--- src/rtl/div_pkg.sv ---
// div_pkg: shared FSM state type and latency helper for the sequential divider
package div_pkg;

    typedef enum logic [1:0] {
        IDLE  = 2'd0,
        CALC  = 2'd1,
        FIXUP = 2'd2,
        DONE  = 2'd3
    } state_t;

    // Number of rising edges (accepting edge counted as the first) until out_valid on the normal path
    function automatic int latency(input int width);
        return width + 2;
    endfunction

endpackage

--- src/rtl/div_step.sv ---
// div_step: one restoring-division step on magnitudes
module div_step #(
    parameter int WIDTH = 24
) (
    input  logic [WIDTH:0]   partial,
    input  logic [WIDTH-1:0] divisor,
    input  logic             bit_in,
    output logic [WIDTH:0]   partial_nx,
    output logic             q_bit
);

    localparam int PW = WIDTH + 1;

    logic [WIDTH+1:0] shifted;

    // Shift in the next dividend bit, subtract the divisor only when it fits
    always_comb begin
        shifted    = {partial, bit_in};
        q_bit      = shifted >= {2'b00, divisor};
        partial_nx = PW'(q_bit ? shifted - {2'b00, divisor} : shifted);
    end

endmodule

--- src/rtl/seq_div.sv ---
// seq_div: sequential restoring divider, signed/unsigned, valid/ready handshakes
module seq_div
    import div_pkg::*;
#(
    parameter int WIDTH = 24
) (
    input  logic             clk,
    input  logic             rst_n,
    input  logic             in_valid,
    output logic             in_ready,
    input  logic [WIDTH-1:0] a,
    input  logic [WIDTH-1:0] b,
    input  logic             is_signed,
    output logic             out_valid,
    input  logic             out_ready,
    output logic [WIDTH-1:0] quotient,
    output logic [WIDTH-1:0] remainder,
    output logic             div_by_zero
);

    localparam int CW = $clog2(WIDTH);

    state_t           state, state_nx;
    logic [WIDTH:0]   partial, partial_nx;
    logic [WIDTH-1:0] dvd, dvs, q;
    logic             sq, sr, dz, q_bit;
    logic [CW-1:0]    cnt;
    logic             take, a_neg, b_neg, zero, ovf;

    assign take  = in_valid & in_ready;
    assign a_neg = is_signed & a[WIDTH-1];
    assign b_neg = is_signed & b[WIDTH-1];
    assign zero  = b == '0;
    assign ovf   = is_signed && a == {1'b1, {(WIDTH-1){1'b0}}} && b == '1;

    assign quotient    = q;
    assign remainder   = partial[WIDTH-1:0];
    assign div_by_zero = dz;

    div_step #(.WIDTH(WIDTH)) u_step (
        .partial   (partial),
        .divisor   (dvs),
        .bit_in    (dvd[WIDTH-1]),
        .partial_nx(partial_nx),
        .q_bit     (q_bit)
    );

    // State register
    always_ff @(posedge clk or negedge rst_n) begin
        if (!rst_n) state <= IDLE;
        else        state <= state_nx;
    end

    // Next state and handshake outputs; special cases skip straight to DONE
    always_comb begin
        state_nx  = state;
        in_ready  = state == IDLE;
        out_valid = state == DONE;
        case (state)
            IDLE:    if (take) state_nx = (zero || ovf) ? DONE : CALC;
            CALC:    if (cnt == '0) state_nx = FIXUP;
            FIXUP:   state_nx = DONE;
            DONE:    if (out_ready) state_nx = IDLE;
            default: state_nx = IDLE;
        endcase
    end

    // Datapath: latch magnitudes on accept, iterate MSB first, then apply signs
    always_ff @(posedge clk or negedge rst_n) begin
        if (!rst_n) begin
            partial <= '0;
            dvd     <= '0;
            dvs     <= '0;
            q       <= '0;
            sq      <= 1'b0;
            sr      <= 1'b0;
            dz      <= 1'b0;
            cnt     <= '0;
        end else begin
            case (state)
                IDLE: if (take) begin
                    dvd     <= a_neg ? -a : a;
                    dvs     <= b_neg ? -b : b;
                    sq      <= a_neg ^ b_neg;
                    sr      <= a_neg;
                    cnt     <= CW'(WIDTH - 1);
                    dz      <= zero;
                    partial <= zero ? {1'b0, a} : '0;
                    q       <= zero ? '1 : ovf ? a : '0;
                end
                CALC: begin
                    partial <= partial_nx;
                    q       <= {q[WIDTH-2:0], q_bit};
                    dvd     <= dvd << 1;
                    cnt     <= cnt - 1'b1;
                end
                FIXUP: begin
                    q       <= sq ? -q : q;
                    partial <= {1'b0, sr ? -partial[WIDTH-1:0] : partial[WIDTH-1:0]};
                end
                default: ;
            endcase
        end
    end

endmodule

--- config.mk ---
export PLATFORM = sky130hd
export DESIGN_NAME = seq_div
export DESIGN_NICKNAME = d
export VERILOG_FILES = /design/src/rtl/div_pkg.sv /design/src/rtl/div_step.sv /design/src/rtl/seq_div.sv
export SDC_FILE = /design/constraint.sdc
export NUM_CORES = 1
export LEC_CHECK = 0
export BUFFER_PORTS_ARGS = -buffer_cell sky130_fd_sc_hd__buf_2
export CAP_MARGIN = 25
export CORE_MARGIN = 3
export CORE_UTILIZATION = 33
export DETAILED_ROUTE_END_ITERATION = 7
export SKIP_CTS_REPAIR_TIMING = 1
export SLEW_MARGIN = 10
export SYNTH_ARGS = -nofsm -noshare
export SYNTH_HDL_FRONTEND = slang
export SYNTH_SLANG_ARGS = --single-unit
--- constraint.sdc ---
create_clock -name clk -period 3.7 [get_ports clk]
set_clock_uncertainty 0.05 [all_clocks]
set_input_delay 0.925 -clock clk [delete_from_list [all_inputs] [get_ports clk]]
set_output_delay 0.925 -clock clk [all_outputs]
set_load 0.005 [all_outputs]
Word-level counts from Yosys, hierarchy flattened. Cells that the tools add are included.

Flip-flop bits (word level): 107. Bits in latches: 0. Bits in writable memories: 0. ROM bits: 0. Output and inout port bits: 51. Word-level logic and storage cells: 66. Memories kept: 0.

$add $sub $neg: 6. $mul: 0. Div/mod/pow operators: 0. Magnitude comparators: 1. Eq/ne operators: 10. Shift operators: 0. Mux-type cells: 21. Bitwise logic cells: 4. Reduce and logical (&&, ||, !) cells: 14.

Operators with widths (number): 24-bit two-way mux (9); 24-bit negation (4); 25-bit case mux with 3 select lines (1); 24-bit case mux with 3 select lines (1); 25-bit two-way mux (2); 24-bit equality test, second input constant (2); 24-bit case mux with 2 select lines (1); 26-bit by 24-bit >= comparator with 1-bit output (1); 25-bit by 24-bit subtractor with 25-bit output (1); 24-bit logical NOT (1); 5-bit case mux with 2 select lines (1); 3-bit AND reduction (3); 2-bit two-way mux (4); 2-bit case mux with 4 select lines (1); 2-bit inequality test, second input constant (3); 2-bit AND reduction (3); 5-bit logical NOT (1); 5-bit two-way mux (1); 5-bit by 1-bit subtractor with 5-bit output, second input constant (1); 2-bit equality test, second input constant (2); 2-bit by 1-bit inequality test with 1-bit output, second input constant (2); 1-bit AND (3); 3-bit nonzero test (1); 2-bit by 1-bit equality test with 1-bit output, second input constant (1); other kinds (5) (6).

Longest topological paths before layout. Gate-level depths: netlist (run 1).

Depth in word-level cells: 7. Gate-level depth with buffers: 12. Gate-level depth less buffers: 11.

Modules after synthesis. A second synthesis (run 1) with hierarchy kept.

Cells, all modules: 1151. Area, all modules: 8963.6 um2.

By module, submodules not included: seq_div (times used 1, cells an instance 875, area each 7224.4 um2); div_step (times used 1, cells an instance 276, area each 1739.2 um2).

Worst setup path after synthesis (run 1). Ideal clock, no wire load.

Kind: input to register. Start: in a[0]. End: reg dvd[22]. Arrival: 3.043 ns. Required time: 3.516 ns. Slack: 0.473 ns. Stages: 10. Cells stage by stage: inv_1 ha_1 or4b_4 or3_1 or3_1 o41ai_1 xor2_1 nor2_1 a21oi_1 o21ai_0.

Word-level cells in the longest chain between the ends: 4.

RTL lines: start, declared (RTL line seq_div.sv:11) `input logic [WIDTH-1:0] a,`; 24-bit negation (RTL line seq_div.sv:82) `dvd <= a_neg ? -a : a;`; 24-bit two-way mux (RTL line seq_div.sv:82); 24-bit two-way mux (RTL line seq_div.sv:81) `IDLE: if (take) begin`; 24-bit case mux with 2 select lines (RTL line seq_div.sv:80) `case (state)`; end signal, assigned (RTL line seq_div.sv:82); end signal, assigned (RTL line seq_div.sv:94) `dvd <= dvd << 1;`; end, declared (RTL line seq_div.sv:25) `logic [WIDTH-1:0] dvd, dvs, q;`.

Every way passes these cells. The select of a mux whose other input is x is not followed. A chain may end at the register's enable or synchronous reset.

Worst setup path in the final report (run 1).
Start: in a[0]. End: reg q[23], in the netlist quotient[23].

Word-level cells in the longest chain between the ends: 7.

RTL lines: 24-bit equality test (RTL line seq_div.sv:34) `assign ovf = is_signed && a == {1'b1, {(WIDTH-1){1'b0}}} && b == '1;`; 1-bit logical AND (2 in series) (RTL line seq_div.sv:34); 24-bit two-way mux (2 in series) (RTL line seq_div.sv:89) `q <= zero ? '1 : ovf ? a : '0;`; 24-bit two-way mux (RTL line seq_div.sv:81); 24-bit case mux with 3 select lines (RTL line seq_div.sv:80); end signal, assigned (RTL line seq_div.sv:89); end signal, assigned (RTL line seq_div.sv:93) `q <= {q[WIDTH-2:0], q_bit};`; end signal, assigned (RTL line seq_div.sv:98) `q <= sq ? -q : q;`; end, declared (RTL line seq_div.sv:25).

Every way passes these cells. The select of a mux whose other input is x is not followed.

==> key figures, run 1 <==
Outcome
  • Outcome: finished clean

Place
  • Routability cong.: 0.8900
  • Sum of net half-perimeters after detailed placement: 21,150 µm
  • Count of buffers from port buffering: 103

Drt
  • Via-to-Cell Ratio: 5.598
  • Average wire per standard cell: 18.08 µm
  • Wire length after detailed routing: 27,680 µm
  • Total via count after detailed routing: 8,571
  • Initial DRC count: 863
  • Length of the first detailed-routing pass in iterations: 5
  • Antenna-violating nets left: 0
  • Drt drc: 0

GRT
  • Met2 demand-to-capacity share in global routing: 29.40%
  • Global routing met1 resource utilization: 27.90%
  • Layer with the highest usage after global routing: met2
  • Combined global-route utilization of all metal layers: 19.01%
  • Global-route wire length before repair: 43,610 µm
  • Largest net degree at the start of global routing: 58
  • Overflow left after global routing: 0
  • Initial antenna violation count: 1
  • GRT met3 Usage: 3.550%
  • Number of global-route vias before repair: 7,780

Timing
  • Setup violations, final: 0
  • Shortest period the worst path allows: 3291 ps
  • Post-route fraction of the period consumed by the critical path: 88.96%
  • Final Hold Fails: 0
  • Pin slew with the least headroom to its limit: 756.3 ps
  • Max Fclk: 303.8 MHz
  • Headroom to the max-slew limit: 49.19%
  • Fin. max-slew vios: 0
  • Setup repair after global routing missed its margin: false
  • Fin Setup TNS: 0 ps

CTS
  • Maximum number of buffers from clock root to sink: 2
  • Clock slew at the register clock pins of the worst setup and hold paths: 80 ps
  • TritonCTS Buffers: 9
  • CTS sink count: 107
  • Clock root buffer: sky130_fd_sc_hd__clkbuf_16
  • TritonCTS clock tree: built
  • Clock latency reported for the late side of the worst-skew pair: 360 ps
  • H-tree levels: 3

Setup path
  • Largest driver fanout on the critical path: 4
  • Crit. End Element: flop
  • Classification of the worst setup path: input pin to flop
  • Worst Path Required: 3930 ps
  • CP Cell Sequence: buf_2 > inv_1 > ha_1 > or4b_4 > or3_1 > or3_1 > nand4b_1 > nor2_1 > a2111oi_0 > a21oi_1 > a2bb2oi_1
  • Crit path DAT: 3520 ps
  • Nature of the critical path startpoint: input pin
  • Slowest cell on the critical path: sky130_fd_sc_hd__or4b_4
  • Sum of buffers and inverters on the critical path: 2
  • CP top delay family: simple AND/OR/NAND/NOR gates
  • Critical path's largest stage delay: 470 ps
  • Library cell appearing most often on the critical path: sky130_fd_sc_hd__or3_1

Yosys
  • Post-synthesis sequential element count: 107
  • Number of distinct library cells after synthesis: 80
  • Combinational family with the most area after synthesis: compound AO/OA/AOI/OAI gates
  • Post-synth EDFFs: 0
  • Async set or reset register ratio after synthesis: 100.0%
  • Share of synthesized area spent on multiplexers: 0.8026%
  • Adder and majority cell fraction of the synthesized area: 5.389%
  • Number of nets in the synthesized netlist: 1,204
  • Synth Area per Inst: 7.836 µm²
  • Warnings, synthesis: 0
  • Share of synthesized area occupied by flip-flops and latches: 30.67%
  • Cell area after synthesis: 0.008730 mm²
  • Share of the synthesized netlist area taken by xor and xnor gates: 7.123%
  • Complex-gate fraction of the synthesized area: 26.85%
  • Main flop type after synthesis: sky130_fd_sc_hd__dfrtp_1
  • Cell count after synthesis: 1,114
  • Area share of and/or/nand/nor cells after synthesis: 21.76%

Floorplanning
  • Number of I/O pins: 104
  • Chip height: 168.6 µm
  • Placement Rows: 58
  • Die extent in x: 168.6 µm
  • Area enclosed by the die boundary: 0.02844 mm²
  • Floorplan core area: 0.02562 mm²
  • Initial core utilization: 34.08%

Finish
  • Layout cell share with drive strength beyond 1: 16.50%
  • Net count, final: 1,285
  • Post-layout utilization of the core: 38.83%
  • Synth-to-Final Area Change: 13.95%

Pwr
  • Largest voltage drop on the vdd net: 0.3959 mV
  • Power density over the cells: 996.3 mW/mm²
  • Leakage dissipation: 4.271 nW
  • Net switching power figure: 5.043 mW
  • Combinational group share of total power: 66.7%
  • Clock power frac: 10.8%
  • Sequential group share of total power: 22.5%
  • Sw Share: 50.89%
  • Internal power of the cells: 4.867 mW

Flow run
  • Count of maximum capacitance violations: 0

Hold path
  • Hold WC Path Type: flop to flop
[sequential cells by signal, summed over array words and instances, names as in the netlist]
signal	cells
div_by_zero	1
sr	1
state	2
partial	25
cnt	5
dvd	24
sq	1
dvs	24
quotient	24
[path summary, 6_finish.rpt]
kind	startpoint	cells after the start	end	slack [ps]
max in group asynchronous	rst_n	2	dvs[0]	2470
min in group asynchronous	rst_n	1	quotient[11]	450
worst min-delay path	dvs[19]	2	dvs[19]	430
worst min register to register	dvs[19]	2	dvs[19]	430
worst max-delay path	a[0]	11	quotient[23]	410
worst max register to register	dvd[23]	12	partial[24]	500
[metal layers]
metal	share of wire (%)	wire length, µm	vias to the layer above
met5	0	0	-
met4	0.98	271	0
met3	7.5	2067	17
met2	44	12120	321
met1	48	13210	4028
li1	-	-	4205
[placed cells by master, fill, tap and decap left out, types with 12 or more instances in the layout]
cell type                  count
sky130_fd_sc_hd__a21oi_1     100
sky130_fd_sc_hd__a31oi_1      15
sky130_fd_sc_hd__ha_1         35
sky130_fd_sc_hd__nand3_1      23
sky130_fd_sc_hd__o31ai_1      13
sky130_fd_sc_hd__xor2_1       40
sky130_fd_sc_hd__nor2_1       88
sky130_fd_sc_hd__o21ai_0     126
sky130_fd_sc_hd__nor4_1       12
sky130_fd_sc_hd__xnor2_1      31
sky130_fd_sc_hd__nand2_1     107
sky130_fd_sc_hd__or3_1        19
sky130_fd_sc_hd__nand4_1      14
sky130_fd_sc_hd__nor3_1       40
sky130_fd_sc_hd__a211oi_1     18
sky130_fd_sc_hd__inv_1        53
sky130_fd_sc_hd__buf_4        51
sky130_fd_sc_hd__buf_2       102
sky130_fd_sc_hd__a22oi_1      12
sky130_fd_sc_hd__dfrtp_1     107
[synth_stat cells (all sizes together) (4+ instances only)]
library cell	n	area, µm²
ha	36	450.4
o21a	6	45.04
o221ai	6	52.55
a221oi	6	58.80
o21ai	132	660.6
nor3b	9	67.56
or3	20	130.1
dfrtp	107	2678
and3	5	31.28
a21oi	101	509.2
buf	33	247.7
nor2b	4	25.02
nand2	108	407.9
nor3	42	220.2
clkbuf	50	187.7
nor4	13	96.34
o41ai	7	61.31
xnor2	31	271.5
nand3	23	115.1
or4b	5	57.56
o31ai	13	97.59
a21o	7	52.55
nand4	14	87.58
and2	9	56.30
nor2	89	350.3
o21bai	5	37.54
nand2b	8	50.05
o211ai	6	45.04
inv	54	202.7
a22oi	12	90.09
a32oi	4	35.03
a31oi	15	93.84
a221o	4	40.04
o22ai	6	37.54
a211oi	19	155.2
or4	12	101.3
xor2	40	350.3
mux2i	7	70.07
nand3b	5	37.54
or2	5	31.28
[logic make-up (layout without fill, tap and decap cells)]
logic type / after synthesis / after routing
AO/OA/AOI/OAI: 379 / 379
AND/OR/NAND/NOR: 375 / 375
adder cells (fa/ha/maj): 37 / 37
XOR/XNOR: 71 / 71
flip-flops: 107 / 107
other: 0 / 1
multiplexers: 7 / 7
buffers and inverters: 138 / 224
[layout make-up]
cell class / instances / area, µm²
antenna: 1 / 2.502
clock buffer: 10 / 239.0
clock inverter: 6 / 83.83
fill: 2677 / 15670
inverter: 54 / 202.7
multi-input combinational: 869 / 5415
sequential: 107 / 2678
tap: 330 / 412.9
timing repair buffer: 154 / 913.4
[stage by stage]
stage / area (µm²) / setup WS, ps / hold slack (ps) / instances / total power, mW
2_1_floorplan: 8730 / 472.5 / 394.6 / 1114 / 6.857
3_3_place_gp: 9622 / 75.47 / 412.4 / 1514 / 8.707
3_5_place_dp: 9622 / 62.79 / 420.5 / 1514 / 8.790
4_1_cts: 9945 / 439.7 / 439.4 / 1530 / 9.889
5_1_grt: 9947 / 241.8 / 462.0 / 1531 / 10.82
6_report: 9947 / 408.6 / 430.8 / 1531 / 9.910
[power groups by stage]
stage                     Combinational (mW)  Sequential (mW)  Clock (mW)
after floorplan                         4.73             2.12           0
after global placement                  6.47             2.24           0
after detailed placement                6.55             2.24           0
after CTS                               6.57             2.23        1.10
after global routing                    7.37             2.31        1.13
final                                   6.61             2.23        1.07
[worst reg2reg max path, cell delays in order (launching register included)]
cell and delay (ps):
sky130_fd_sc_hd__dfrtp_1 410, sky130_fd_sc_hd__inv_1 140, sky130_fd_sc_hd__ha_1 210, sky130_fd_sc_hd__fa_1 190, sky130_fd_sc_hd__nand2b_1 130, sky130_fd_sc_hd__nand2_1 90
sky130_fd_sc_hd__a221oi_2 350, sky130_fd_sc_hd__o311ai_0 220, sky130_fd_sc_hd__buf_4 190, sky130_fd_sc_hd__o21ai_0 320, sky130_fd_sc_hd__o21ai_0 200, sky130_fd_sc_hd__a211o_1 320
sky130_fd_sc_hd__a221o_1 290
Note: power is estimated with default switching activity, not from simulation.
==> inputs of run 2 (changes only) <==
--- a/config.mk
+++ b/config.mk
@@ -14,4 +14,5 @@
 export SLEW_MARGIN = 10
 export SYNTH_ARGS = -nofsm -noshare
 export SYNTH_HDL_FRONTEND = slang
+export SYNTH_HIERARCHICAL = 1
 export SYNTH_SLANG_ARGS = --single-unit
==> key figures, run 2 <==
Floorplanning
  • Chip height: 170.8 µm (+1.3%)
  • Placement Rows: 59 (+1.7%)
  • Initial core utilization: 34.01% (-0.065 points)
  • Die extent in x: 170.8 µm (+1.3%)
  • Area enclosed by the die boundary: 0.02918 mm² (+2.6%)
  • Floorplan core area: 0.02635 mm² (+2.9%)
  • Number of I/O pins: 104 (unchanged)

Finish
  • Synth-to-Final Area Change: 13.11%
  • Register ranked first by flip-flop count: partial
  • Max reg flops: 25 (unchanged)
  • Net count, final: 1,311 (+2.0%)
  • Layout cell share with drive strength beyond 1: 14.68% (-1.8 points)
  • Most used cells in the layout excluding fill and tap cells: 119 x sky130_fd_sc_hd__nand2_1, 107 x sky130_fd_sc_hd__dfrtp_1, 104 x sky130_fd_sc_hd__o21ai_0
  • Post-route non-filler standard cell count: 1,561 (+2.0%)
  • Commonest non-fill, non-tap cell in the layout: sky130_fd_sc_hd__nand2_1
  • Post-layout utilization of the core: 38.47% (-0.36 points)
  • Number of antenna diodes: 0 (-1)

Yosys
  • Area share of the largest cell type after synthesis: 29.87% (-0.80 points)
  • Warnings, synthesis: 6 (+6)
  • Cell count after synthesis: 1,151 (+3.3%)
  • Synth area leaders: sky130_fd_sc_hd__dfrtp_1 30%, sky130_fd_sc_hd__o21ai_0 5.8%, sky130_fd_sc_hd__ha_1 5.0%
  • Complex-gate fraction of the synthesized area: 27.08% (+0.23 points)
  • Area share of and/or/nand/nor cells after synthesis: 22.96% (+1.2 points)
  • Share of synthesized area occupied by flip-flops and latches: 29.87% (-0.80 points)
  • Main flop type after synthesis: sky130_fd_sc_hd__dfrtp_1
  • Cell area after synthesis: 0.008964 mm² (+2.7%)
  • Post-synth EDFFs: 0 (unchanged)
  • Adder and majority cell fraction of the synthesized area: 5.248% (-0.14 points)
  • Combinational family with the most area after synthesis: compound AO/OA/AOI/OAI gates
  • Leading area contributor after synthesis: sky130_fd_sc_hd__dfrtp_1
  • Share of the synthesized netlist area taken by xor and xnor gates: 6.253% (-0.87 points)
  • Share of synthesized area spent on multiplexers: 1.117% (+0.31 points)
  • Number of nets in the synthesized netlist: 1,241 (+3.1%)
  • Leading cell types by count after synthesis: 119 x sky130_fd_sc_hd__nand2_1, 107 x sky130_fd_sc_hd__dfrtp_1, 104 x sky130_fd_sc_hd__o21ai_0
  • Number of distinct library cells after synthesis: 79 (-1.3%)
  • Async set or reset register ratio after synthesis: 100.0% (unchanged)
  • Synth Area per Inst: 7.788 µm² (-0.62%)
  • Most frequent cell after synthesis: sky130_fd_sc_hd__nand2_1
  • Post-synthesis sequential element count: 107 (unchanged)

CTS
  • H-tree levels: 3 (unchanged)
  • Clock root buffer: sky130_fd_sc_hd__clkbuf_16
  • TritonCTS Buffers: 9 (unchanged)
  • TritonCTS clock tree: built
  • Maximum number of buffers from clock root to sink: 2 (unchanged)
  • CTS sink count: 107 (unchanged)
  • Clock latency reported for the late side of the worst-skew pair: 360 ps (about the same)
  • Clock slew at the register clock pins of the worst setup and hold paths: 80 ps (about the same)

Drt
  • Wire length after detailed routing: 30,970 µm (+12%)
  • Antenna-violating nets left: 0 (unchanged)
  • Length of the first detailed-routing pass in iterations: 6 (+1)
  • Drt drc: 0 (unchanged)
  • Via-to-Cell Ratio: 5.857 (+4.6%)
  • Average wire per standard cell: 19.84 µm (+9.7%)
  • Total via count after detailed routing: 9,143 (+6.7%)
  • Initial DRC count: 962 (+11%)

Setup path
  • CP top delay family: compound AO/OA/AOI/OAI gates
  • Slowest cell on the critical path: sky130_fd_sc_hd__a2111oi_2
  • Classification of the worst setup path: flop to flop
  • Largest driver fanout on the critical path: 8 (+4)
  • Critical path's largest stage delay: 560 ps (+90 ps)
  • Crit. End Element: flop
  • Nature of the critical path startpoint: flop
  • Worst Path Required: 3930 ps (about the same)
  • CP Cell Sequence: ha_1 > nor2b_1 > o2111ai_1 > a2111oi_2 > nor2_1 > a211oi_2 > a211oi_1 > o41ai_1 > and3_1 > a2111oi_0 > o22ai_1
  • Sum of buffers and inverters on the critical path: 0 (-2)
  • Crit path DAT: 3620 ps (+100 ps)

Place
  • Count of buffers from port buffering: 103 (unchanged)
  • Routability cong.: 0.9327 (+4.8%)
  • Cell Count Post-Placement: 1,545 (+2.0%)
  • Sum of net half-perimeters after detailed placement: 23,570 µm (+11%)

Timing
  • Fin. max-slew vios: 0 (unchanged)
  • Shortest period the worst path allows: 3392 ps (+100.3 ps)
  • Max Fclk: 294.8 MHz (-3.0%)
  • Post-route fraction of the period consumed by the critical path: 91.67% (+2.7 points)
  • Headroom to the max-slew limit: 44.22% (-5.0 points)
  • Pin slew with the least headroom to its limit: 836.6 ps (+80.33 ps)
  • Setup repair after global routing missed its margin: false
  • Fin Setup TNS: 0 ps (unchanged)
  • Final Hold Fails: 0 (unchanged)
  • Setup violations, final: 0 (unchanged)

Pwr
  • Power density over the cells: 967.1 mW/mm² (-2.9%)
  • Leakage dissipation: 4.339 nW (+1.6%)
  • Largest voltage drop on the vdd net: 0.3959 mV (about the same)

Hold path
  • Hold WC Path Type: flop to flop

GRT
  • Largest net degree at the start of global routing: 72 (+24%)
  • Number of global-route vias before repair: 8,555 (+10%)
  • Combined global-route utilization of all metal layers: 20.97% (+2.0 points)
  • Initial antenna violation count: 0 (-1)
  • Global-route wire length before repair: 48,530 µm (+11%)
  • Overflow left after global routing: 0 (unchanged)

Outcome
  • Outcome: finished clean

Flow run
  • Count of maximum capacitance violations: 0 (unchanged)
-- run 2: cells by family after synthesis --
group                    count (synthesis)
multiplexers                            10
AND/OR/NAND/NOR                        407
XOR/XNOR                                64
flip-flops                             107
AO/OA/AOI/OAI                          379
buffers and inverters                  147
adder cells (fa/ha/maj)                 37
-- run 2: cell type report --
class | count | area, µm²
Timing Repair Buffer | 149 | 913.4
Sequential cell | 107 | 2678
Inverter | 57 | 214.0
Fill cell | 2756 | 16220
Clock buffer | 12 | 266.5
Clock inverter | 4 | 31.28
Multi-Input combinational cell | 897 | 5617
Tap cell | 335 | 419.2
-- run 2: metrics by stage --
stage                     setup WS, ps  area (µm²)  hold WS (ps)  total power [mW]
after floorplan                  673.9        8964         390.0             6.760
after global placement           436.0        9833         410.4             8.635
after detailed placement         389.4        9841         417.8             8.684
after CTS                        373.5       10140         438.2             9.728
after global routing             9.008       10140         455.0             10.59
final                            308.3       10140         431.4             9.805
-- run 2: final timing paths --
path | startpoint | end | slack [ps] | depth (start not counted)
worst max-delay path | partial[0] | partial[19] | 310 | 11
worst min register to register | dvs[20] | dvs[20] | 430 | 2
worst min-delay path | dvs[20] | dvs[20] | 430 | 2
max in group asynchronous | rst_n | partial[17] | 2330 | 2
min in group asynchronous | rst_n | quotient[21] | 480 | 1
worst max register to register | partial[0] | partial[19] | 310 | 11
-- run 2: per-layer routing --
metal	GRT usage, %	share of wire, %	vias up
li1	-	-	4362
met1	28.95	44	4365
met2	34.82	47	376
met3	2.657	6.3	40
met4	5.528	2.1	0
met5	0	0	-
-- run 2: worst reg2reg max path: cells and delay by family, from the launching register on --
family / cells / cell delay, ps
fa+ha+maj: 1 / 340
compound gates: 7 / 1890
simple gates: 3 / 540
flops: 1 / 490
-- run 2: report_power, final --
group	leakage, nW	internal, mW	switching [mW]	total, mW
registers	1.33	1.67	0.501	2.17
logic	2.86	2.48	4.13	6.62
clock network	0.150	0.519	0.497	1.02
